==> src/rtl/microsequencer.sv <==
// Next-address controller for the 128-word control-unit microstore.
// Selects the next microstore index from the ns field of the current
// microinstruction and datapath status. Includes a small LIFO return
// stack for microsubroutine call/return.
module microsequencer #(
  parameter logic [6:0] RESET_ADDR  = 7'd0,
  parameter logic [6:0] FETCH_ADDR  = 7'd1,
  parameter int         STACK_DEPTH = 2
) (
  input  logic       clk,
  input  logic       reset,
  input  logic       stall,
  input  logic [2:0] ns,
  input  logic [6:0] cr,
  input  logic [1:0] cond_sel,
  input  logic       inv,
  input  logic       moc,
  input  logic       cond_true,
  input  logic       ext_cond,
  input  logic [6:0] decode_addr,
  output logic [6:0] index,
  output logic       stack_err,
  output logic [2:0] depth
);

  typedef enum logic [2:0] {
    NS_INC    = 3'b000,
    NS_JUMP   = 3'b001,
    NS_DECODE = 3'b010,
    NS_BRANCH = 3'b011,
    NS_CALL   = 3'b100,
    NS_RET    = 3'b101,
    NS_FETCH  = 3'b110,
    NS_WAIT   = 3'b111
  } ns_t;

  localparam int PW = (STACK_DEPTH > 1) ? $clog2(STACK_DEPTH) : 1;

  ns_t         op;
  logic [6:0]  inc_addr;
  logic        cond_raw;
  logic        cond;
  logic        full;
  logic        empty;
  logic [PW-1:0] top_ptr;
  logic [PW-1:0] wr_ptr;

  logic [6:0]  next_index;
  logic [2:0]  next_depth;
  logic        next_err;
  logic        push;

  logic [6:0]  stack [STACK_DEPTH];

  assign op       = ns_t'(ns);
  assign inc_addr = index + 7'd1;
  assign full     = (depth == 3'(STACK_DEPTH));
  assign empty    = (depth == 3'd0);
  assign top_ptr  = PW'(depth - 3'd1);
  assign wr_ptr   = PW'(depth);
  assign cond     = cond_raw ^ inv;

  // Condition source multiplexer.
  always_comb begin
    case (cond_sel)
      2'b00:   cond_raw = moc;
      2'b01:   cond_raw = cond_true;
      2'b10:   cond_raw = ext_cond;
      default: cond_raw = 1'b1;
    endcase
  end

  // Next-index, stack-occupancy and error selection from the ns field.
  always_comb begin
    // NOTE: every output gets a default first so no path leaves one unassigned and infers a latch.
    next_index = inc_addr;
    next_depth = depth;
    next_err   = stack_err;
    push       = 1'b0;
    case (op)
      NS_INC:    next_index = inc_addr;
      NS_JUMP:   next_index = cr;
      NS_DECODE: next_index = cond_true ? decode_addr : FETCH_ADDR;
      NS_BRANCH: next_index = cond ? cr : inc_addr;
      NS_CALL: begin
        push       = 1'b1;
        next_index = cr;
        if (full) next_err   = 1'b1;
        else      next_depth = depth + 3'd1;
      end
      NS_RET: begin
        if (empty) begin
          next_index = FETCH_ADDR;
          next_err   = 1'b1;
        end else begin
          next_index = stack[top_ptr];
          next_depth = depth - 3'd1;
        end
      end
      NS_FETCH:  next_index = FETCH_ADDR;
      NS_WAIT:   next_index = moc ? inc_addr : index;
      default:   next_index = inc_addr;
    endcase
  end

  // Index, depth and sticky error register; reset wins, stall freezes.
  always_ff @(posedge clk) begin
    // NOTE: non-blocking assignments so all registers update from pre-edge values.
    if (reset) begin
      index     <= RESET_ADDR;
      depth     <= 3'd0;
      stack_err <= 1'b0;
    end else if (!stall) begin
      index     <= next_index;
      depth     <= next_depth;
      stack_err <= next_err;
    end
  end

  // Return-stack storage; a push onto a full stack drops the oldest entry.
  always_ff @(posedge clk) begin
    // NOTE: stack contents are deliberately not reset; depth alone says which entries are valid.
    if (!reset && !stall && push) begin
      if (full) begin
        for (int i = 0; i < STACK_DEPTH - 1; i++) stack[i] <= stack[i+1];
        stack[STACK_DEPTH-1] <= inc_addr;
      end else begin
        stack[wr_ptr] <= inc_addr;
      end
    end
  end

endmodule
==> config.mk <==
export PLATFORM = sky130hd
export DESIGN_NAME = microsequencer
export DESIGN_NICKNAME = d
export VERILOG_FILES = /design/src/rtl/microsequencer.sv
export SDC_FILE = /design/constraint.sdc
export NUM_CORES = 1
export LEC_CHECK = 0
export ABC_AREA = 1
export CAP_MARGIN = 20
export CORE_MARGIN = 10
export CORE_UTILIZATION = 35
export CTS_CLUSTER_SIZE = 30
export DETAILED_ROUTE_END_ITERATION = 8
export PLACE_DENSITY = 0.69
export SLEW_MARGIN = 20
export SYNTH_ARGS = -nofsm -noshare
export SYNTH_HDL_FRONTEND = slang
export SYNTH_SLANG_ARGS = --single-unit
==> constraint.sdc <==
create_clock -name clk -period 2.05 [get_ports clk]
set_clock_uncertainty 0.15 [all_clocks]
set_input_delay 0.615 -clock clk [delete_from_list [all_inputs] [get_ports clk]]
set_output_delay 0.615 -clock clk [all_outputs]
set_load 0.03 [all_outputs]
==> flow_summary.ini <==
[global_routing]
grtUsageTotal = 0.1219
grt-busiest-layer = met2
grt_pass1_vias = 1820
grt_pass1_wl_mm = 8.590
grt_max_degree = 16
use_met2 = 0.1965
grt_overflow_total = 0
use_met3 = 0.02526
antenna_found_initial = 0
grt_use_met1 = 0.1628

[worst_setup_path]
arrival_ns = 1.22
worstSetupPathType = reg -> out
path_cells = dlygate4sd2_1
critPathMaxStageDelay_ns = 0.49
ff2ff_setup_slack_ns = 0.22
path_buf_inv = 1
cp-start-kind = flip-flop
end_kind = primary output
critical-path-top-delay-family = flip-flops
cpMaxStageDelayCell = dfxtp_1
cp_max_fo = 7
required_ns = 1.28

[sta]
fin_crit_sh = 0.9661
setup_ws_ns = 0.06941
period_minus_slack_ns = 1.981
hold_viol = 0
finalSetupViolations = 0
rsz0062_at_grt = false
max_freq_mhz = 504.9
worstMarginPinSlew_ns = 0.3630
maxSlewViolCount = 0
setup-tns-final_ns = 0
worst_hold_slack_ns = 0.3195
max_slew_margin = 0.7563

[routing]
antenna_left = 0
routed_wl_mm = 5.154
vias = 1892
drcViolationCount = 0
drtIter0Drc = 154
drt_first_pass_iters = 4
vias_per_cell = 4.814
post_drt_wl_per_cell_um = 13.11

[floorplan]
placementRows = 26
start_util = 0.3590
die_w_um = 92.15
core_area_um2 = 5075
die_area_um2 = 8491
die_h_um = 92.15
io_pins = 37

[pwr]
intPower_mw = 0.8413
clkPwrFrac = 0.250
p_leak_nw = 1.154
combPwrFrac = 0.301
power.density_nw_per_um2 = 503.3
ir_drop_mv = 0.3035
sequentialPowerShare = 0.449
switchingPower_mw = 0.4075
p_sw_frac = 0.3263

[clock_network]
cts_tree = built
cts_root_buf = clkbuf_8
insertion_delay_ns = 0.28
clockBufferDepth = 2
cts_buffers = 3
cts_sinks = 25
hold_buffers = 0
path_clk_slew_ns = 0.10
h-tree-depth = 1

[final_layout]
postLayoutCoreUtil = 0.4889
final_cell_mix = 92 x nand2_1, 33 x nand3_1, 28 x inv_1
drive_gt1_frac = 0.1827
diodes = 0
syn_to_final_growth_pct = 36.20
layout_commonest_cell = nand2_1
fin_nets = 355

[synthesis]
synth_area_um2 = 1822
synth_seq_cells = 25
synth_warnings = 0
ys_seq_area_frac = 0.3516
synthCells = 263
syn-num-nets = 294
syn_area_per_cell_um2 = 6.927
synth.distinct_cells = 31

[run]
max-cap-violations = 0

[placement]
gp_congestion = 0.9298
place.port_buffers = 36
place_ws_ns = -0.3457
hpwlAfterDp_mm = 4.124

[run_status]
outcome = finished, final reports clean

[hold_path]
hold_path.class = reg -> reg
## cell type report
class,count,area [um2]
Sequential cell,25,640.6
Fill cell,544,2594
Tap cell,70,87.58
Inverter,36,141.4
Timing Repair Buffer,59,514.2
Clock inverter,1,7.507
Multi-Input combinational cell,199,1049
Clock buffer,3,41.29
## path summary, 6_finish.rpt
check / from / endpoint / depth (start not counted)
worst max-delay path: index[2] / index[2] / 1
worst min-delay path: stack_err / stack_err / 2
worst max register to register: index[1] / index[4] / 8
worst min register to register: stack_err / stack_err / 2
## per-stage QoR
| stage | std cells | cell area [um2] | power, mW |
|---|---|---|---|
| floorplan | 263 | 1823 | 0.7872 |
| global placement | 388 | 2421 | 0.9499 |
| detailed placement | 388 | 2421 | 0.9524 |
| CTS | 393 | 2464 | 1.256 |
| global route | 393 | 2481 | 1.329 |
| finish | 393 | 2481 | 1.249 |
## power by group through the flow
stage	clock network (mW)	logic [mW]	registers (mW)
floorplan	0	0.185	0.602
global placement	0	0.377	0.572
detailed placement	0	0.381	0.572
CTS	0.321	0.374	0.561
global route	0.350	0.416	0.563
finish	0.312	0.376	0.561
## worst reg2reg max path, cell delays in order (launching register included)
cell     delay, ns
dfxtp_1       0.43
ha_1          0.26
nand3_1       0.11
xor2_1        0.30
inv_1         0.10
o21ai_0       0.20
inv_1         0.06
nand2_1       0.08
a21oi_2       0.05
## repair_timing
action	CTS	global route
endpoints found under the setup margin	23	3
buffers inserted	1	0
gates resized for setup	14	5
## sequential cells by signal, indices dropped and copies added (netlist names)
name	count
depth	3
stack_err	1
stack	14
index	7
## kinds of logic (layout without fill, tap and decap cells)
kind of cell / Yosys count / count (layout) / synth area share
buf+inv: 39 / 99 / 0.08378
xor+xnor: 6 / 6 / 0.02885
simple gates: 156 / 156 / 0.3832
flops: 25 / 25 / 0.3516
compound gates: 32 / 32 / 0.1181
fa+ha+maj: 5 / 5 / 0.03434
## synthesized netlist by cell type, drive strengths merged
| cell | count | area share |
|---|---|---|
| xnor2 | 3 | 0.014 |
| o21ai | 14 | 0.038 |
| dfxtp | 11 | 0.12 |
| buf | 2 | 0.0048 |
| nand2 | 97 | 0.20 |
| nand3 | 37 | 0.11 |
| clkinv | 1 | 0.0021 |
| edfxtp | 14 | 0.23 |
| xor2 | 3 | 0.014 |
| a211oi | 1 | 0.0069 |
| ha | 5 | 0.034 |
| o21bai | 1 | 0.0041 |
| clkbuf | 1 | 0.0021 |
| o22ai | 1 | 0.0069 |
| nor2 | 16 | 0.037 |
| nand4 | 1 | 0.012 |
| a21oi | 15 | 0.062 |
| nor3 | 2 | 0.0082 |
| inv | 35 | 0.075 |
| nand3b | 3 | 0.012 |
## metal layers
| layer | share of wire | wire length (um) | vias to the layer above |
|---|---|---|---|
| met4 | 0.0085 | 44 | 0 |
| met3 | 0.072 | 371 | 4 |
| met5 | 0 | 0 | - |
| li1 | - | - | 968 |
| met1 | 0.45 | 2345 | 866 |
| met2 | 0.46 | 2392 | 54 |
No activity file was read; power rests on OpenSTA's default activity.
